--- config.mk ---
export PLATFORM = sky130hd
export DESIGN_NAME = wb_queue_flat
export DESIGN_NICKNAME = d
export VERILOG_FILES = /design/src/rtl/wb_queue_if.sv /design/src/rtl/wb_queue.sv /design/src/flat_wrapper.sv
export SDC_FILE = /design/constraint.sdc
export NUM_CORES = 1
export LEC_CHECK = 0
export CAP_MARGIN = 40
export CELL_PAD_IN_SITES_DETAIL_PLACEMENT = 2
export CELL_PAD_IN_SITES_GLOBAL_PLACEMENT = 2
export CORE_ASPECT_RATIO = 1.4
export CORE_MARGIN = 4
export CORE_UTILIZATION = 42
export CTS_CLUSTER_DIAMETER = 40
export CTS_CLUSTER_SIZE = 30
export DETAILED_ROUTE_END_ITERATION = 16
export GPL_ROUTABILITY_DRIVEN = 0
export PLACE_DENSITY_LB_ADDON = 0.08
export REMOVE_ABC_BUFFERS = 1
export SYNTH_ARGS = -nofsm -noshare
export SYNTH_HDL_FRONTEND = slang
export SYNTH_SLANG_ARGS = --single-unit
--- constraint.sdc ---
create_clock -name clock_i -period 4.5 [get_ports clock_i]
set_clock_uncertainty 0.1 [all_clocks]
set_input_delay 0.9 -clock clock_i [delete_from_list [all_inputs] [get_ports clock_i]]
set_output_delay 0.9 -clock clock_i [all_outputs]
set_load 0.01 [all_outputs]
--- src/rtl/wb_queue_if.sv ---
// Writeback-queue bus: two exec-lane push ports in, flush/hold control, and
// two registered register-file write ports plus lane status out.
interface wb_queue_if #(
   parameter int DEPTH  = 4,
   parameter int DATA_W = 16
);
   localparam int CNT_W = $clog2(DEPTH) + 1;

   logic              flush_i;
   logic              hold_i;
   logic              pushA_i;
   logic              pushB_i;
   logic [4:0]        addrA_i;
   logic [4:0]        addrB_i;
   logic [DATA_W-1:0] valA_i;
   logic [DATA_W-1:0] valB_i;
   logic [1:0]        statusA_i;
   logic [1:0]        statusB_i;
   logic              fullA_o;
   logic              fullB_o;
   logic              overflowA_o;
   logic              overflowB_o;
   logic [CNT_W-1:0]  countA_o;
   logic [CNT_W-1:0]  countB_o;
   logic              wbA_o;
   logic              wbB_o;
   logic [4:0]        wbAddrA_o;
   logic [4:0]        wbAddrB_o;
   logic [DATA_W-1:0] wbValA_o;
   logic [DATA_W-1:0] wbValB_o;
   logic [1:0]        operationStatusA_o;
   logic [1:0]        operationStatusB_o;

   modport master (
      output flush_i, hold_i, pushA_i, pushB_i, addrA_i, addrB_i,
             valA_i, valB_i, statusA_i, statusB_i,
      input  fullA_o, fullB_o, overflowA_o, overflowB_o, countA_o, countB_o,
             wbA_o, wbB_o, wbAddrA_o, wbAddrB_o, wbValA_o, wbValB_o,
             operationStatusA_o, operationStatusB_o
   );

   modport slave (
      input  flush_i, hold_i, pushA_i, pushB_i, addrA_i, addrB_i,
             valA_i, valB_i, statusA_i, statusB_i,
      output fullA_o, fullB_o, overflowA_o, overflowB_o, countA_o, countB_o,
             wbA_o, wbB_o, wbAddrA_o, wbAddrB_o, wbValA_o, wbValB_o,
             operationStatusA_o, operationStatusB_o
   );
endinterface

--- src/rtl/wb_queue.sv ---
// Two-lane writeback queue: per-lane circular FIFO feeding registered
// register-file write ports, with same-address ordering between lanes.
module wb_queue #(
   parameter int DEPTH  = 4,
   parameter int DATA_W = 16
) (
   input logic        clock_i,
   input logic        reset_i,
   wb_queue_if.slave  bus
);
   localparam int PTR_W = $clog2(DEPTH);
   localparam int CNT_W = PTR_W + 1;
   localparam int ENT_W = 5 + DATA_W + 2;

   logic [ENT_W-1:0] r_mem   [2][DEPTH];
   logic [PTR_W-1:0] r_rptr  [2];
   logic [PTR_W-1:0] r_wptr  [2];
   logic [CNT_W-1:0] r_cnt   [2];
   logic             r_ovf   [2];
   logic             r_wb    [2];
   logic [ENT_W-1:0] r_wbEnt [2];

   logic             w_push    [2];
   logic [ENT_W-1:0] w_in      [2];
   logic [ENT_W-1:0] w_head    [2];
   logic             w_headVld [2];
   logic             w_full    [2];
   logic             w_accept  [2];
   logic             w_pop     [2];
   logic             w_collide;

   // An empty lane's head is the incoming push, so an accepted push can be
   // written and popped in the same cycle for 1-cycle latency.
   always_comb begin
      w_push[0] = bus.pushA_i;
      w_push[1] = bus.pushB_i;
      w_in[0]   = {bus.addrA_i, bus.valA_i, bus.statusA_i};
      w_in[1]   = {bus.addrB_i, bus.valB_i, bus.statusB_i};
      for (int l = 0; l < 2; l++) begin
         w_full[l]    = (r_cnt[l] == CNT_W'(DEPTH));
         w_accept[l]  = w_push[l] && !w_full[l] && !bus.flush_i;
         w_headVld[l] = (r_cnt[l] != '0) || w_push[l];
         w_head[l]    = (r_cnt[l] != '0) ? r_mem[l][r_rptr[l]] : w_in[l];
      end
      w_collide = w_headVld[0] && w_headVld[1] &&
                  (w_head[0][ENT_W-1 -: 5] == w_head[1][ENT_W-1 -: 5]);
      w_pop[0]  = !bus.flush_i && !bus.hold_i && w_headVld[0];
      w_pop[1]  = !bus.flush_i && !bus.hold_i && w_headVld[1] && !w_collide;
   end

   always_ff @(posedge clock_i or posedge reset_i) begin
      if (reset_i) begin
         for (int l = 0; l < 2; l++) begin
            r_rptr[l]  <= '0;
            r_wptr[l]  <= '0;
            r_cnt[l]   <= '0;
            r_ovf[l]   <= 1'b0;
            r_wb[l]    <= 1'b0;
            r_wbEnt[l] <= '0;
         end
      end else begin
         for (int l = 0; l < 2; l++) begin
            if (bus.flush_i) begin
               r_rptr[l] <= '0;
               r_wptr[l] <= '0;
               r_cnt[l]  <= '0;
               r_ovf[l]  <= 1'b0;
               r_wb[l]   <= 1'b0;
            end else begin
               if (w_accept[l]) r_wptr[l] <= r_wptr[l] + PTR_W'(1);
               if (w_pop[l])    r_rptr[l] <= r_rptr[l] + PTR_W'(1);
               r_cnt[l] <= r_cnt[l] + CNT_W'(w_accept[l]) - CNT_W'(w_pop[l]);
               if (w_push[l] && w_full[l]) r_ovf[l] <= 1'b1;
               r_wb[l] <= w_pop[l];
               if (w_pop[l]) r_wbEnt[l] <= w_head[l];
            end
         end
      end
   end

   always_ff @(posedge clock_i) begin
      for (int l = 0; l < 2; l++) begin
         if (w_accept[l]) r_mem[l][r_wptr[l]] <= w_in[l];
      end
   end

   assign bus.fullA_o     = w_full[0];
   assign bus.fullB_o     = w_full[1];
   assign bus.countA_o    = r_cnt[0];
   assign bus.countB_o    = r_cnt[1];
   assign bus.overflowA_o = r_ovf[0];
   assign bus.overflowB_o = r_ovf[1];
   assign bus.wbA_o       = r_wb[0];
   assign bus.wbB_o       = r_wb[1];
   assign {bus.wbAddrA_o, bus.wbValA_o, bus.operationStatusA_o} = r_wbEnt[0];
   assign {bus.wbAddrB_o, bus.wbValB_o, bus.operationStatusB_o} = r_wbEnt[1];
endmodule

--- src/flat_wrapper.sv ---
// flat-port wrapper written by rule: the top's interface ports become plain ports
module wb_queue_flat 
#(
   parameter int DEPTH  = 4,
   parameter int DATA_W = 16
)
  (clock_i, reset_i, bus_flush_i, bus_hold_i, bus_pushA_i, bus_pushB_i, bus_addrA_i, bus_addrB_i, bus_valA_i, bus_valB_i, bus_statusA_i, bus_statusB_i, bus_fullA_o, bus_fullB_o, bus_overflowA_o, bus_overflowB_o, bus_countA_o, bus_countB_o, bus_wbA_o, bus_wbB_o, bus_wbAddrA_o, bus_wbAddrB_o, bus_wbValA_o, bus_wbValB_o, bus_operationStatusA_o, bus_operationStatusB_o);
  wb_queue_if #(.DEPTH(DEPTH), .DATA_W(DATA_W)) bus_i ();
  input logic clock_i;
  input logic reset_i;
  input wire logic [$bits(bus_i.flush_i)-1:0] bus_flush_i;
  input wire logic [$bits(bus_i.hold_i)-1:0] bus_hold_i;
  input wire logic [$bits(bus_i.pushA_i)-1:0] bus_pushA_i;
  input wire logic [$bits(bus_i.pushB_i)-1:0] bus_pushB_i;
  input wire logic [$bits(bus_i.addrA_i)-1:0] bus_addrA_i;
  input wire logic [$bits(bus_i.addrB_i)-1:0] bus_addrB_i;
  input wire logic [$bits(bus_i.valA_i)-1:0] bus_valA_i;
  input wire logic [$bits(bus_i.valB_i)-1:0] bus_valB_i;
  input wire logic [$bits(bus_i.statusA_i)-1:0] bus_statusA_i;
  input wire logic [$bits(bus_i.statusB_i)-1:0] bus_statusB_i;
  output wire logic [$bits(bus_i.fullA_o)-1:0] bus_fullA_o;
  output wire logic [$bits(bus_i.fullB_o)-1:0] bus_fullB_o;
  output wire logic [$bits(bus_i.overflowA_o)-1:0] bus_overflowA_o;
  output wire logic [$bits(bus_i.overflowB_o)-1:0] bus_overflowB_o;
  output wire logic [$bits(bus_i.countA_o)-1:0] bus_countA_o;
  output wire logic [$bits(bus_i.countB_o)-1:0] bus_countB_o;
  output wire logic [$bits(bus_i.wbA_o)-1:0] bus_wbA_o;
  output wire logic [$bits(bus_i.wbB_o)-1:0] bus_wbB_o;
  output wire logic [$bits(bus_i.wbAddrA_o)-1:0] bus_wbAddrA_o;
  output wire logic [$bits(bus_i.wbAddrB_o)-1:0] bus_wbAddrB_o;
  output wire logic [$bits(bus_i.wbValA_o)-1:0] bus_wbValA_o;
  output wire logic [$bits(bus_i.wbValB_o)-1:0] bus_wbValB_o;
  output wire logic [$bits(bus_i.operationStatusA_o)-1:0] bus_operationStatusA_o;
  output wire logic [$bits(bus_i.operationStatusB_o)-1:0] bus_operationStatusB_o;
  assign bus_i.flush_i = bus_flush_i;
  assign bus_i.hold_i = bus_hold_i;
  assign bus_i.pushA_i = bus_pushA_i;
  assign bus_i.pushB_i = bus_pushB_i;
  assign bus_i.addrA_i = bus_addrA_i;
  assign bus_i.addrB_i = bus_addrB_i;
  assign bus_i.valA_i = bus_valA_i;
  assign bus_i.valB_i = bus_valB_i;
  assign bus_i.statusA_i = bus_statusA_i;
  assign bus_i.statusB_i = bus_statusB_i;
  assign bus_fullA_o = bus_i.fullA_o;
  assign bus_fullB_o = bus_i.fullB_o;
  assign bus_overflowA_o = bus_i.overflowA_o;
  assign bus_overflowB_o = bus_i.overflowB_o;
  assign bus_countA_o = bus_i.countA_o;
  assign bus_countB_o = bus_i.countB_o;
  assign bus_wbA_o = bus_i.wbA_o;
  assign bus_wbB_o = bus_i.wbB_o;
  assign bus_wbAddrA_o = bus_i.wbAddrA_o;
  assign bus_wbAddrB_o = bus_i.wbAddrB_o;
  assign bus_wbValA_o = bus_i.wbValA_o;
  assign bus_wbValB_o = bus_i.wbValB_o;
  assign bus_operationStatusA_o = bus_i.operationStatusA_o;
  assign bus_operationStatusB_o = bus_i.operationStatusB_o;
  wb_queue #(.DEPTH(DEPTH), .DATA_W(DATA_W)) u_core (.clock_i(clock_i), .reset_i(reset_i), .bus(bus_i));
endmodule
==> impl_metrics.py <==
metrics = {
    "routing": {
        "wire_per_inst_um": 24.1,
        "via_per_inst": 5.23,
        "drc_errors": 0,
        "drtIter0Drc": 245,
        "drt_wl_total_um": 24300,
        "ant_nets": 0,
        "drt_pass1_iterations": 4,
        "vias": 5260,
    },
    "worst_hold_path": {
        "hp-class": "register to register",
        "hold_start": "u_core.bus.operationStatusB_o[0]$_DFFE_PP0P_",
        "holdPathEnd": "u_core.bus.operationStatusB_o[0]$_DFFE_PP0P_",
        "hold_path_depth": 1,
    },
    "worst_setup_path": {
        "crit_type": "register to register",
        "rr_startpoint": "u_core.r_rptr[0]$_DFFE_PP0P_",
        "crit_fanout": 12,
        "start_kind": "register",
        "cp-end-kind": "register",
        "rrSetupSlack_ps": 570,
        "worstSetupStartpoint": "u_core.r_rptr[0]$_DFFE_PP0P_",
        "ff2ff_path_depth": 13,
        "r2r_end": "u_core.bus.countB_o[2]$_DFF_PP0_",
        "arrival_ps": 4260,
        "cp.required_ps": 4830,
    },
    "global_route": {
        "grt_pass1_wl_um": 37800,
        "antenna_found_initial": 0,
        "grt.total_usage_pct": 19.1,
        "grt_max_degree": 48,
        "grt_pass1_vias": 6286,
        "grt.overflow.total": 0,
    },
    "floorplanning": {
        "start_util_pct": 42.7,
        "rows": 66,
        "core-area_um2": 23300,
        "fp.dieH_um": 190,
        "ioPinCount": 110,
        "die_x_um": 138,
        "die_area_um2": 26200,
    },
    "timing": {
        "period_minus_slack_ps": 3930,
        "slew_headroom_pct": 48.8,
        "min_period_over_period_pct": 87.4,
        "worst_hold_slack_ps": 390,
        "finalHoldViolCount": 0,
        "finalMaxSlewViolations": 0,
        "fmax_ghz": 0.254,
        "rsz0062_at_grt": "no",
        "final-setup-viol-count": 0,
        "worst_pin_slew_ps": 768,
    },
    "power_and_ir_drop": {
        "power_density_nw_per_um2": 631,
        "leakage_nw": 4.52,
        "ir_drop_mv": 0.393,
    },
    "clocking": {
        "max-clock-path-buffers": 3,
        "cts_tree": "built",
        "clock_latency_ps": 560,
        "post-cts-setup-buffers": 0,
        "cts_sinks": 248,
        "cts_resized": 0,
        "path_clk_slew_ps": 50,
        "cts_buffers": 31,
        "cts_hold_buf": 0,
        "cts_root_buffer": "clkbuf_16",
        "htree_levels": 1,
    },
    "placed_design": {
        "io_buffers": 109,
        "placed_area_um2": 11500,
        "dp_hpwl_um": 15800,
    },
    "yosys": {
        "synth_most_common_cell": "edfxtp_1",
        "yosys_warnings": 0,
        "yosys-top-cells-count": "184 x edfxtp_1, 64 x dfrtp_1, 46 x mux4_2",
        "avgSynthCellArea_um2": 18.6,
        "synth_top_area_share_pct": 55.6,
        "async_reset_ff_share_pct": 25.8,
        "syn_inst": 535,
        "yosysTopAreaCell": "edfxtp_1",
        "synth_edf_count": 184,
        "synth_cell_type_count": 34,
        "synth_ff_type": "edfxtp_1",
        "synth_area_leaders": "edfxtp_1 56%, dfrtp_1 16%, mux4_2 10%",
        "ys_ff_latch": 248,
        "netlist_area_um2": 9940,
        "yosysSeqAreaShare_pct": 71.7,
    },
    "layout": {
        "nNetsFinal": 740,
        "design_area_um2": 12600,
        "regArea_um2": 7130,
        "area_delta_synth_final_pct": 26.9,
        "n_fill_cell": 2055,
        "multi_input_area_um2": 2640,
        "finish.utilization_pct": 54.1,
        "diodes": 0,
        "layout-drive-gt1-share_pct": 22.3,
    },
    "outcome": {
        "status": "completed",
    },
    "job": {
        "maxCapViolCount": 0,
    },
}
[registers in the layout (all words and copies together), names as in the netlist]
name and count:
u_core.r_mem 184, u_core.bus.wbValA_o 16, u_core.bus.wbValB_o 16, u_core.bus.wbAddrA_o 5, u_core.bus.wbAddrB_o 5, u_core.r_rptr 4
u_core.r_wptr 4, u_core.bus.countA_o 3, u_core.bus.countB_o 3, u_core.bus.operationStatusA_o 2, u_core.bus.operationStatusB_o 2, u_core.bus.overflowA_o 1
u_core.bus.overflowB_o 1, u_core.bus.wbA_o 1, u_core.bus.wbB_o 1
[cell usage in the layout (no fill, tap or decap), types with 3 or more instances in the layout]
| cell | synthesis | routed |
|---|---|---|
| nor2b_1 | 5 | 5 |
| inv_6 | 0 | 7 |
| and2_1 | 8 | 8 |
| mux2_2 | 24 | 24 |
| inv_1 | 17 | 16 |
| inv_8 | 0 | 4 |
| dfrtp_1 | 64 | 62 |
| clkbuf_16 | 0 | 31 |
| clkbuf_1 | 12 | 3 |
| mux2i_1 | 37 | 37 |
| clkdlybuf4s50_1 | 0 | 109 |
| mux4_2 | 46 | 46 |
| xnor2_1 | 6 | 6 |
| nor2_1 | 38 | 38 |
| a21oi_1 | 26 | 26 |
| bufinv_16 | 0 | 5 |
| xor2_1 | 8 | 8 |
| mux2_1 | 12 | 12 |
| clkinv_4 | 0 | 5 |
| buf_4 | 0 | 22 |
| nand2_1 | 3 | 3 |
| edfxtp_1 | 184 | 184 |
| ha_1 | 11 | 11 |
[cell type report]
type	instances	share of cell area (%)
Clock buffer	34	6.24
Clock inverter	24	2.61
Inverter	17	0.516
Multi-Input combinational cell	245	20.9
Sequential cell	248	56.6
Tap cell	306	3.04
Timing Repair Buffer	132	10.1
[report_power, final]
group | leakage, nW | internal [mW] | switching (mW) | total, mW
clock | 0.544 | 1.60 | 1.06 | 2.65
sequential | 2.43 | 2.82 | 0.258 | 3.07
combinational | 1.56 | 1.19 | 1.04 | 2.23
total | 4.52 | 5.60 | 2.35 | 7.96
[layer usage]
| layer | wire length [um] | global-route usage, % | up-vias |
|---|---|---|---|
| met5 | 0 | 0 | - |
| met4 | 401 | 4.33 | 0 |
| met3 | 1170 | 3.52 | 35 |
| met2 | 13800 | 36.7 | 105 |
| met1 | 8930 | 21.7 | 2777 |
| li1 | - | - | 2343 |
[how the worst max path moves through the flow]
stage                                                   to  slack, ps  cells past startpoint
after floorplan           u_core.bus.countB_o[2]$_DFF_PP0_       -210                     12
after global placement    u_core.bus.countB_o[2]$_DFF_PP0_        600                     12
after detailed placement  u_core.bus.countB_o[2]$_DFF_PP0_        470                     12
after CTS                 u_core.bus.countB_o[2]$_DFF_PP0_        500                     13
after global routing      u_core.bus.countB_o[2]$_DFF_PP0_        330                     13
final                     u_core.bus.countB_o[2]$_DFF_PP0_        570                     13
[cells by family (layout without fill, tap and decap cells)]
| logic type | Yosys count | count (layout) | share of synthesized area (%) |
|---|---|---|---|
| AO/OA/AOI/OAI | 30 | 30 | 1.74 |
| multiplexers | 119 | 119 | 18.2 |
| adder cells (fa/ha/maj) | 13 | 13 | 1.79 |
| XOR/XNOR | 14 | 14 | 1.23 |
| buffers and inverters | 42 | 207 | 1.85 |
| flip-flops | 248 | 248 | 71.7 |
| AND/OR/NAND/NOR | 69 | 69 | 3.43 |
[per-stage QoR]
| step | power [mW] | setup TNS, ps | setup slack [ps] | cells |
|---|---|---|---|---|
| after floorplan | 4.32 | -227 | -214 | 510 |
| final | 7.96 | 0 | 567 | 1006 |
| after CTS | 8.10 | 0 | 501 | 1006 |
| after global placement | 5.27 | 0 | 596 | 947 |
| after global routing | 8.37 | 0 | 330 | 1006 |
| after detailed placement | 5.39 | 0 | 468 | 948 |
[worst max-delay path, cell delays in order, from the launching register on]
cell and delay (ps):
dfrtp_2 640, buf_4 290, mux4_2 510, mux2i_1 360, xor2_1 310, nor2_1 130
a211oi_4 290, xor2_1 180, ha_1 160, inv_1 50, fa_1 370, xor2_1 200
xnor2_1 140, nor2_1 70
No activity file was read; power rests on OpenSTA's default activity.
